$ cat src/rtl/decode_pipe_if.sv
// decode_pipe_if: fetch-side, writeback-side and execute-side bundle of the decode stage
interface decode_pipe_if #(
   parameter int DATA_W = 16,
   parameter int REG_AW = 3,
   parameter int CTRL_W = 16
);
   logic              in_valid;
   logic              in_ready;
   logic [15:0]       instruction;
   logic [DATA_W-1:0] PC_in;
   logic [DATA_W-1:0] next_PC_in;
   logic [REG_AW-1:0] rs_sel;
   logic [REG_AW-1:0] rt_sel;
   logic [REG_AW-1:0] rd_sel;
   logic              rs_used;
   logic              rt_used;
   logic              is_load;
   logic              regwrt_in;
   logic [1:0]        imm_mode;
   logic              zext;
   logic [CTRL_W-1:0] ctrl_in;
   logic              wb_en;
   logic [REG_AW-1:0] wb_reg;
   logic [DATA_W-1:0] wb_data;
   logic              flush;
   logic              out_ready;
   logic              out_valid;
   logic [DATA_W-1:0] srca;
   logic [DATA_W-1:0] srcb;
   logic [DATA_W-1:0] imm;
   logic [REG_AW-1:0] rd_out;
   logic              regwrt_out;
   logic              is_load_out;
   logic [CTRL_W-1:0] ctrl_out;
   logic [DATA_W-1:0] PC_out;
   logic [DATA_W-1:0] next_PC_out;
   logic              err;

   modport master (
      output in_valid, instruction, PC_in, next_PC_in, rs_sel, rt_sel, rd_sel, rs_used, rt_used,
             is_load, regwrt_in, imm_mode, zext, ctrl_in, wb_en, wb_reg, wb_data, flush, out_ready,
      input  in_ready, out_valid, srca, srcb, imm, rd_out, regwrt_out, is_load_out, ctrl_out,
             PC_out, next_PC_out, err
   );

   modport slave (
      input  in_valid, instruction, PC_in, next_PC_in, rs_sel, rt_sel, rd_sel, rs_used, rt_used,
             is_load, regwrt_in, imm_mode, zext, ctrl_in, wb_en, wb_reg, wb_data, flush, out_ready,
      output in_ready, out_valid, srca, srcb, imm, rd_out, regwrt_out, is_load_out, ctrl_out,
             PC_out, next_PC_out, err
   );
endinterface

$ cat src/rtl/decode_pipe.sv
// decode_pipe: register file, immediate generation and ID/EX stage with one-bubble load-use stall
// Optional macro REGFILE_BYPASS_EN: same-cycle writeback-to-read bypass; without it a read of the
// register being written takes one bubble instead.
module decode_pipe #(
   parameter int DATA_W = 16,
   parameter int NREG   = 8,
   parameter int REG_AW = 3,
   parameter int CTRL_W = 16
) (
   input logic         clk,
   input logic         rst,
   decode_pipe_if.slave bus
);
   typedef struct packed {
      logic [DATA_W-1:0] srca;
      logic [DATA_W-1:0] srcb;
      logic [DATA_W-1:0] imm;
      logic [REG_AW-1:0] rd;
      logic              regwrt;
      logic              load;
      logic [CTRL_W-1:0] ctrl;
      logic [DATA_W-1:0] pc;
      logic [DATA_W-1:0] npc;
   } idex_t;

   logic [DATA_W-1:0] rf_q [NREG];
   idex_t             idex_q, idex_d;
   logic              valid_q, valid_d;
   logic              err_q, err_d;
   logic              rs_ok, rt_ok, wb_ok;
   logic              byp_rs, byp_rt, wb_haz;
   logic [DATA_W-1:0] rs_val, rt_val, imm_ext;
   logic              haz, adv, accept;
   logic              unused_ok;

   assign rs_ok = int'(bus.rs_sel) < NREG;
   assign rt_ok = int'(bus.rt_sel) < NREG;
   assign wb_ok = int'(bus.wb_reg) < NREG;

`ifdef REGFILE_BYPASS_EN
   assign byp_rs = bus.wb_en & (bus.wb_reg == bus.rs_sel);
   assign byp_rt = bus.wb_en & (bus.wb_reg == bus.rt_sel);
   assign wb_haz = 1'b0;
`else
   assign byp_rs = 1'b0;
   assign byp_rt = 1'b0;
   assign wb_haz = bus.wb_en & ((bus.rs_used & (bus.rs_sel == bus.wb_reg)) |
                                (bus.rt_used & (bus.rt_sel == bus.wb_reg)));
`endif

   assign rs_val = !rs_ok ? '0 : byp_rs ? bus.wb_data : rf_q[bus.rs_sel];
   assign rt_val = !rt_ok ? '0 : byp_rt ? bus.wb_data : rf_q[bus.rt_sel];

   assign imm_ext = bus.imm_mode == 2'd0 ? {{(DATA_W-5){~bus.zext & bus.instruction[4]}}, bus.instruction[4:0]} :
                    bus.imm_mode == 2'd1 ? {{(DATA_W-8){~bus.zext & bus.instruction[7]}}, bus.instruction[7:0]} :
                    bus.imm_mode == 2'd2 ? {{(DATA_W-11){~bus.zext & bus.instruction[10]}}, bus.instruction[10:0]} :
                    '0;

   assign haz = (valid_q & idex_q.load & idex_q.regwrt &
                 ((bus.rs_used & (bus.rs_sel == idex_q.rd)) | (bus.rt_used & (bus.rt_sel == idex_q.rd)))) | wb_haz;
   assign adv          = ~valid_q | bus.out_ready;
   assign bus.in_ready = bus.flush | (adv & ~haz);
   assign accept       = bus.in_valid & bus.in_ready & ~bus.flush;

   // Next ID/EX contents: flush kills validity only, advance loads or bubbles, otherwise hold
   always_comb begin
      idex_d  = idex_q;
      valid_d = bus.flush ? 1'b0 : adv ? accept : valid_q;
      err_d   = err_q | (accept & ((bus.rs_used & ~rs_ok) | (bus.rt_used & ~rt_ok))) | (bus.wb_en & ~wb_ok);
      if (!bus.flush && adv && accept) begin
         idex_d.srca   = rs_val;
         idex_d.srcb   = rt_val;
         idex_d.imm    = imm_ext;
         idex_d.rd     = bus.rd_sel;
         idex_d.regwrt = bus.regwrt_in;
         idex_d.load   = bus.is_load;
         idex_d.ctrl   = bus.ctrl_in;
         idex_d.pc     = bus.PC_in;
         idex_d.npc    = bus.next_PC_in;
      end
   end

   // ID/EX stage and sticky error register
   always_ff @(posedge clk or posedge rst) begin
      if (rst) begin
         idex_q  <= '0;
         valid_q <= 1'b0;
         err_q   <= 1'b0;
      end else begin
         idex_q  <= idex_d;
         valid_q <= valid_d;
         err_q   <= err_d;
      end
   end

   // Register file writes; out-of-range writeback targets are dropped
   always_ff @(posedge clk or posedge rst) begin
      if (rst) begin
         for (int i = 0; i < NREG; i++) rf_q[i] <= '0;
      end else if (bus.wb_en && wb_ok) begin
         rf_q[bus.wb_reg] <= bus.wb_data;
      end
   end

   assign bus.out_valid   = valid_q;
   assign bus.srca        = idex_q.srca;
   assign bus.srcb        = idex_q.srcb;
   assign bus.imm         = idex_q.imm;
   assign bus.rd_out      = idex_q.rd;
   assign bus.regwrt_out  = idex_q.regwrt;
   assign bus.is_load_out = idex_q.load;
   assign bus.ctrl_out    = idex_q.ctrl;
   assign bus.PC_out      = idex_q.pc;
   assign bus.next_PC_out = idex_q.npc;
   assign bus.err         = err_q;
   assign unused_ok       = ^bus.instruction[15:11];
endmodule

$ cat src/flat_wrapper.sv
// flat-port wrapper written by rule: the top's interface ports become plain ports
module decode_pipe_flat 
#(
   parameter int DATA_W = 16,
   parameter int NREG   = 8,
   parameter int REG_AW = 3,
   parameter int CTRL_W = 16
)
  (clk, rst, bus_in_valid, bus_instruction, bus_PC_in, bus_next_PC_in, bus_rs_sel, bus_rt_sel, bus_rd_sel, bus_rs_used, bus_rt_used, bus_is_load, bus_regwrt_in, bus_imm_mode, bus_zext, bus_ctrl_in, bus_wb_en, bus_wb_reg, bus_wb_data, bus_flush, bus_out_ready, bus_in_ready, bus_out_valid, bus_srca, bus_srcb, bus_imm, bus_rd_out, bus_regwrt_out, bus_is_load_out, bus_ctrl_out, bus_PC_out, bus_next_PC_out, bus_err);
  decode_pipe_if #(.DATA_W(DATA_W), .REG_AW(REG_AW), .CTRL_W(CTRL_W)) bus_i ();
  input logic clk;
  input logic rst;
  input wire logic [$bits(bus_i.in_valid)-1:0] bus_in_valid;
  input wire logic [$bits(bus_i.instruction)-1:0] bus_instruction;
  input wire logic [$bits(bus_i.PC_in)-1:0] bus_PC_in;
  input wire logic [$bits(bus_i.next_PC_in)-1:0] bus_next_PC_in;
  input wire logic [$bits(bus_i.rs_sel)-1:0] bus_rs_sel;
  input wire logic [$bits(bus_i.rt_sel)-1:0] bus_rt_sel;
  input wire logic [$bits(bus_i.rd_sel)-1:0] bus_rd_sel;
  input wire logic [$bits(bus_i.rs_used)-1:0] bus_rs_used;
  input wire logic [$bits(bus_i.rt_used)-1:0] bus_rt_used;
  input wire logic [$bits(bus_i.is_load)-1:0] bus_is_load;
  input wire logic [$bits(bus_i.regwrt_in)-1:0] bus_regwrt_in;
  input wire logic [$bits(bus_i.imm_mode)-1:0] bus_imm_mode;
  input wire logic [$bits(bus_i.zext)-1:0] bus_zext;
  input wire logic [$bits(bus_i.ctrl_in)-1:0] bus_ctrl_in;
  input wire logic [$bits(bus_i.wb_en)-1:0] bus_wb_en;
  input wire logic [$bits(bus_i.wb_reg)-1:0] bus_wb_reg;
  input wire logic [$bits(bus_i.wb_data)-1:0] bus_wb_data;
  input wire logic [$bits(bus_i.flush)-1:0] bus_flush;
  input wire logic [$bits(bus_i.out_ready)-1:0] bus_out_ready;
  output wire logic [$bits(bus_i.in_ready)-1:0] bus_in_ready;
  output wire logic [$bits(bus_i.out_valid)-1:0] bus_out_valid;
  output wire logic [$bits(bus_i.srca)-1:0] bus_srca;
  output wire logic [$bits(bus_i.srcb)-1:0] bus_srcb;
  output wire logic [$bits(bus_i.imm)-1:0] bus_imm;
  output wire logic [$bits(bus_i.rd_out)-1:0] bus_rd_out;
  output wire logic [$bits(bus_i.regwrt_out)-1:0] bus_regwrt_out;
  output wire logic [$bits(bus_i.is_load_out)-1:0] bus_is_load_out;
  output wire logic [$bits(bus_i.ctrl_out)-1:0] bus_ctrl_out;
  output wire logic [$bits(bus_i.PC_out)-1:0] bus_PC_out;
  output wire logic [$bits(bus_i.next_PC_out)-1:0] bus_next_PC_out;
  output wire logic [$bits(bus_i.err)-1:0] bus_err;
  assign bus_i.in_valid = bus_in_valid;
  assign bus_i.instruction = bus_instruction;
  assign bus_i.PC_in = bus_PC_in;
  assign bus_i.next_PC_in = bus_next_PC_in;
  assign bus_i.rs_sel = bus_rs_sel;
  assign bus_i.rt_sel = bus_rt_sel;
  assign bus_i.rd_sel = bus_rd_sel;
  assign bus_i.rs_used = bus_rs_used;
  assign bus_i.rt_used = bus_rt_used;
  assign bus_i.is_load = bus_is_load;
  assign bus_i.regwrt_in = bus_regwrt_in;
  assign bus_i.imm_mode = bus_imm_mode;
  assign bus_i.zext = bus_zext;
  assign bus_i.ctrl_in = bus_ctrl_in;
  assign bus_i.wb_en = bus_wb_en;
  assign bus_i.wb_reg = bus_wb_reg;
  assign bus_i.wb_data = bus_wb_data;
  assign bus_i.flush = bus_flush;
  assign bus_i.out_ready = bus_out_ready;
  assign bus_in_ready = bus_i.in_ready;
  assign bus_out_valid = bus_i.out_valid;
  assign bus_srca = bus_i.srca;
  assign bus_srcb = bus_i.srcb;
  assign bus_imm = bus_i.imm;
  assign bus_rd_out = bus_i.rd_out;
  assign bus_regwrt_out = bus_i.regwrt_out;
  assign bus_is_load_out = bus_i.is_load_out;
  assign bus_ctrl_out = bus_i.ctrl_out;
  assign bus_PC_out = bus_i.PC_out;
  assign bus_next_PC_out = bus_i.next_PC_out;
  assign bus_err = bus_i.err;
  decode_pipe #(.DATA_W(DATA_W), .NREG(NREG), .REG_AW(REG_AW), .CTRL_W(CTRL_W)) u_core (.clk(clk), .rst(rst), .bus(bus_i));
endmodule
$ cat config.mk
export PLATFORM = sky130hd
export DESIGN_NAME = decode_pipe_flat
export DESIGN_NICKNAME = d
export VERILOG_FILES = /design/src/rtl/decode_pipe_if.sv /design/src/rtl/decode_pipe.sv /design/src/flat_wrapper.sv
export SDC_FILE = /design/constraint.sdc
export NUM_CORES = 1
export LEC_CHECK = 0
export ABC_AREA = 1
export CAP_MARGIN = 0
export CORE_MARGIN = 3
export CORE_UTILIZATION = 45
export CTS_BUF_LIST = sky130_fd_sc_hd__clkbuf_4 sky130_fd_sc_hd__clkbuf_8
export DETAILED_ROUTE_END_ITERATION = 12
export PLACE_DENSITY = 0.7
export SKIP_LAST_GASP = 1
export SYNTH_ARGS = -nofsm -noshare
export SYNTH_HDL_FRONTEND = slang
export SYNTH_SLANG_ARGS = --single-unit
$ cat constraint.sdc
create_clock -name clk -period 14 [get_ports clk]
set_input_delay 1.4 -clock clk [delete_from_list [all_inputs] [get_ports clk]]
set_output_delay 1.4 -clock clk [all_outputs]
set_load 0.005 [all_outputs]
==> qor.txt <==
I/O pins: 209
data required time of the worst path: 12.60 ns
Starting Density: 46.5%
DR DRC count: 0
worst-margin pin slew: 1.30 ns
die height: 165 um
via count: 10.7k
RSZ-0062 raised after global routing: no
Peak VDD IR: 53.4 uV
leading cell type in the layout, fill and taps excluded: nand2_1
CP max stage cell: a21oi_4
Worst slew margin: 13.5%
Area growth, synth to finish: 24.3%
Setup-failing EPs final: 0
crit path capture type: output port
Lkg Pwr: 7.05 nW
clock share of power: 31.4%
max-slew violations: 0
Internal: 1.32 mW
post-synth cell types: 22
met1 Use GR: 32.3%
combinational share of power: 23.7%
Power Dens Cells: 133 nW/um2
MaxCap Viol Count: 0
Fillers: 2275
clock skew: 0.0227 ns
fin crit share: 41.3%
Ys Warns: 0
Mapped Cells: 1512
H-tree depth: 2
CP peak stage delay: 0.75 ns
Worst Setup Path Type: input port to output port
worst-case clock buffer depth: 3
DR pass1 iterations: 5
final net count: 1759
cell mode on critical path: nand2_1
Core Box Area: 24600 um2
met3 Use GR: 5.89%
#FFs+latches synth: 226
DP HPWL: 21.3 mm
Cell Area, Synth: 11400 um2
routed len/inst: 17.3 um
switching share of power: 30.0%
r2r worst-path depth: 6
row count: 57
critical path launch point type: input port
Via density: 5.37
hold buffer count at cts: 0
DRT antenna net count: 0
Die X: 165 um
routability cong.: 0.797
Hold Path Class: flop to flop
setup TNS: 0 ns
Die ar.: 27300 um2
final WL: 34.6 mm
post-synth top area share: 49.5%
CTS tree: done
first-pass GRT wire length: 53.6 mm
global routing's busiest layer: met2
Resize count post-CTS: 0
post-CTS setup buffers: 0
clock sinks: 226
Final Hold Fails: 0
Reg clk slew, reported paths: 0.06 ns
Clock Latency Late Sink: 0.54 ns
total CTS buffers: 40
Critical Path End: bus_in_ready
internal reg-to-reg setup slack: 11.34 ns
critical path cell sequence: buf_4 > buf_4 > nand2_1 > nand2_1 > nor2_1 > nand2_1 > nand2_1 > a21oi_4 > a21o_1 > clkdlybuf4s50_1
most frequent cells in the layout: nand2_1 (605), dfrtp_1 (226), clkdlybuf4s50_1 (198), o21ai_0 (193), inv_1 (102)
status: complete, no violations
grt ovf: 0
Syn Area/Cell: 7.56 um2
Max Fclk: 173 MHz
post-layout instance area: 14200 um2
largest cells by area after synthesis: dfrtp_1 (49%), nand2_1 (20%), o21ai_0 (8.5%), nand4_1 (5.3%), o211ai_1 (4.2%)
NetSw: 568 uW
placed cell area: 13500 um2
Flop pwr share: 44.9%
CP Max Fanout: 85
largest net degree at the start of global routing: 132
register area share after synthesis: 49.5%
Worst Path Arrival: 4.38 ns
IO Port Bufs: 202
fin crit period: 5.78 ns
CP startpoint: bus_rs_sel[0]
Synth Net Count: 1617
vias in the first global route: 9962
Worst R2R End: u_core.bus.srca[14]
reg2reg start: u_core.bus.out_valid
initial drt markers: 991
Root Buffer: clkbuf_8
Final Hold Slack: 0.468 ns
cell taking the most area after synthesis: dfrtp_1
grt met2 use: 40.3%
share of post-route cells with drive strength above 1: 5.43%
total track usage: 24.6%
antenna violations before repair: 0
-- worst min path at each step --
stage                               start  cells past startpoint                         end
2_1_floorplan            u_core.rf_q[100]                      2            u_core.rf_q[100]
6_report             u_core.bus.PC_out[9]                      2        u_core.bus.PC_out[9]
3_5_place_dp      u_core.bus.ctrl_out[12]                      2     u_core.bus.ctrl_out[12]
3_3_place_gp    u_core.bus.next_PC_out[2]                      2   u_core.bus.next_PC_out[2]
5_1_grt              u_core.bus.PC_out[8]                      2        u_core.bus.PC_out[8]
4_1_cts        u_core.bus.next_PC_out[12]                      2  u_core.bus.next_PC_out[12]
-- routing by layer --
layer | wire length, um | vias up
met5 | 0 | -
met4 | 924 | 0
met1 | 14600 | 5042
li1 | - | 5256
met3 | 3010 | 71
met2 | 16100 | 372
-- Yosys cell counts, drive strengths merged --
cell type and n:
a21o 1, a21oi 66, buf 59, clkbuf 59
conb 1, dfrtp 226, inv 105, nand2 606
nand3 4, nand4 98, nor2 27, nor3 2
o211ai 64, o21ai 194
-- power by group through the flow --
stage               clock network, mW  logic, mW  registers [mW]
floorplan                           0      0.236           0.852
global placement                    0      0.437           0.853
detailed placement                  0      0.448           0.858
CTS                             0.604      0.450           0.848
global route                    0.635      0.506           0.864
finish                          0.594      0.448           0.849
-- cell families after synthesis --
family	count (synthesis)	share of synthesized area, %
other	1	0.0328
AOI/OAI and AO/OA	325	15.8
buffers and inverters	223	8.17
and+or+nand+nor	737	26.6
DFF	226	49.5
-- state kept, by name (all words and copies together) (netlist names) --
register                count
u_core.rf_q               128
u_core.bus.PC_out          16
u_core.bus.ctrl_out        16
u_core.bus.next_PC_out     16
u_core.bus.srca            16
u_core.bus.srcb            16
u_core.bus.imm             12
u_core.bus.rd_out           3
u_core.bus.is_load_out      1
u_core.bus.out_valid        1
u_core.bus.regwrt_out       1
-- worst max-delay path, delay by kind of cell --
kind | cells | cell delay (ns)
AO/OA/AOI/OAI | 2 | 0.95
buffers and inverters | 3 | 1.61
AND/OR/NAND/NOR | 5 | 0.41
-- final cells by class --
class | count | area, um2 | area share (%)
Inverter | 105 | 407 | 2.86
Sequential cell | 226 | 5660 | 39.8
Antenna cell | 1 | 2.50 | 0.0176
Multi-Input combinational cell | 1063 | 4860 | 34.2
Timing Repair Buffer | 218 | 2130 | 15.0
Clock buffer | 59 | 737 | 5.19
Tap cell | 324 | 405 | 2.85
Clock inverter | 4 | 20.0 | 0.141
-- through the flow --
stage | setup WS [ns] | instances | utilization, % | total power, mW
after global routing | 7.96 | 1999 | 57.8 | 2.01
after CTS | 8.24 | 1999 | 57.8 | 1.90
final | 8.22 | 2000 | 57.8 | 1.89
after detailed placement | 8.26 | 1936 | 54.7 | 1.31
after floorplan | 6.41 | 1512 | - | 1.09
after global placement | 8.27 | 1936 | 54.7 | 1.29
(Power assumes the default switching activity.)
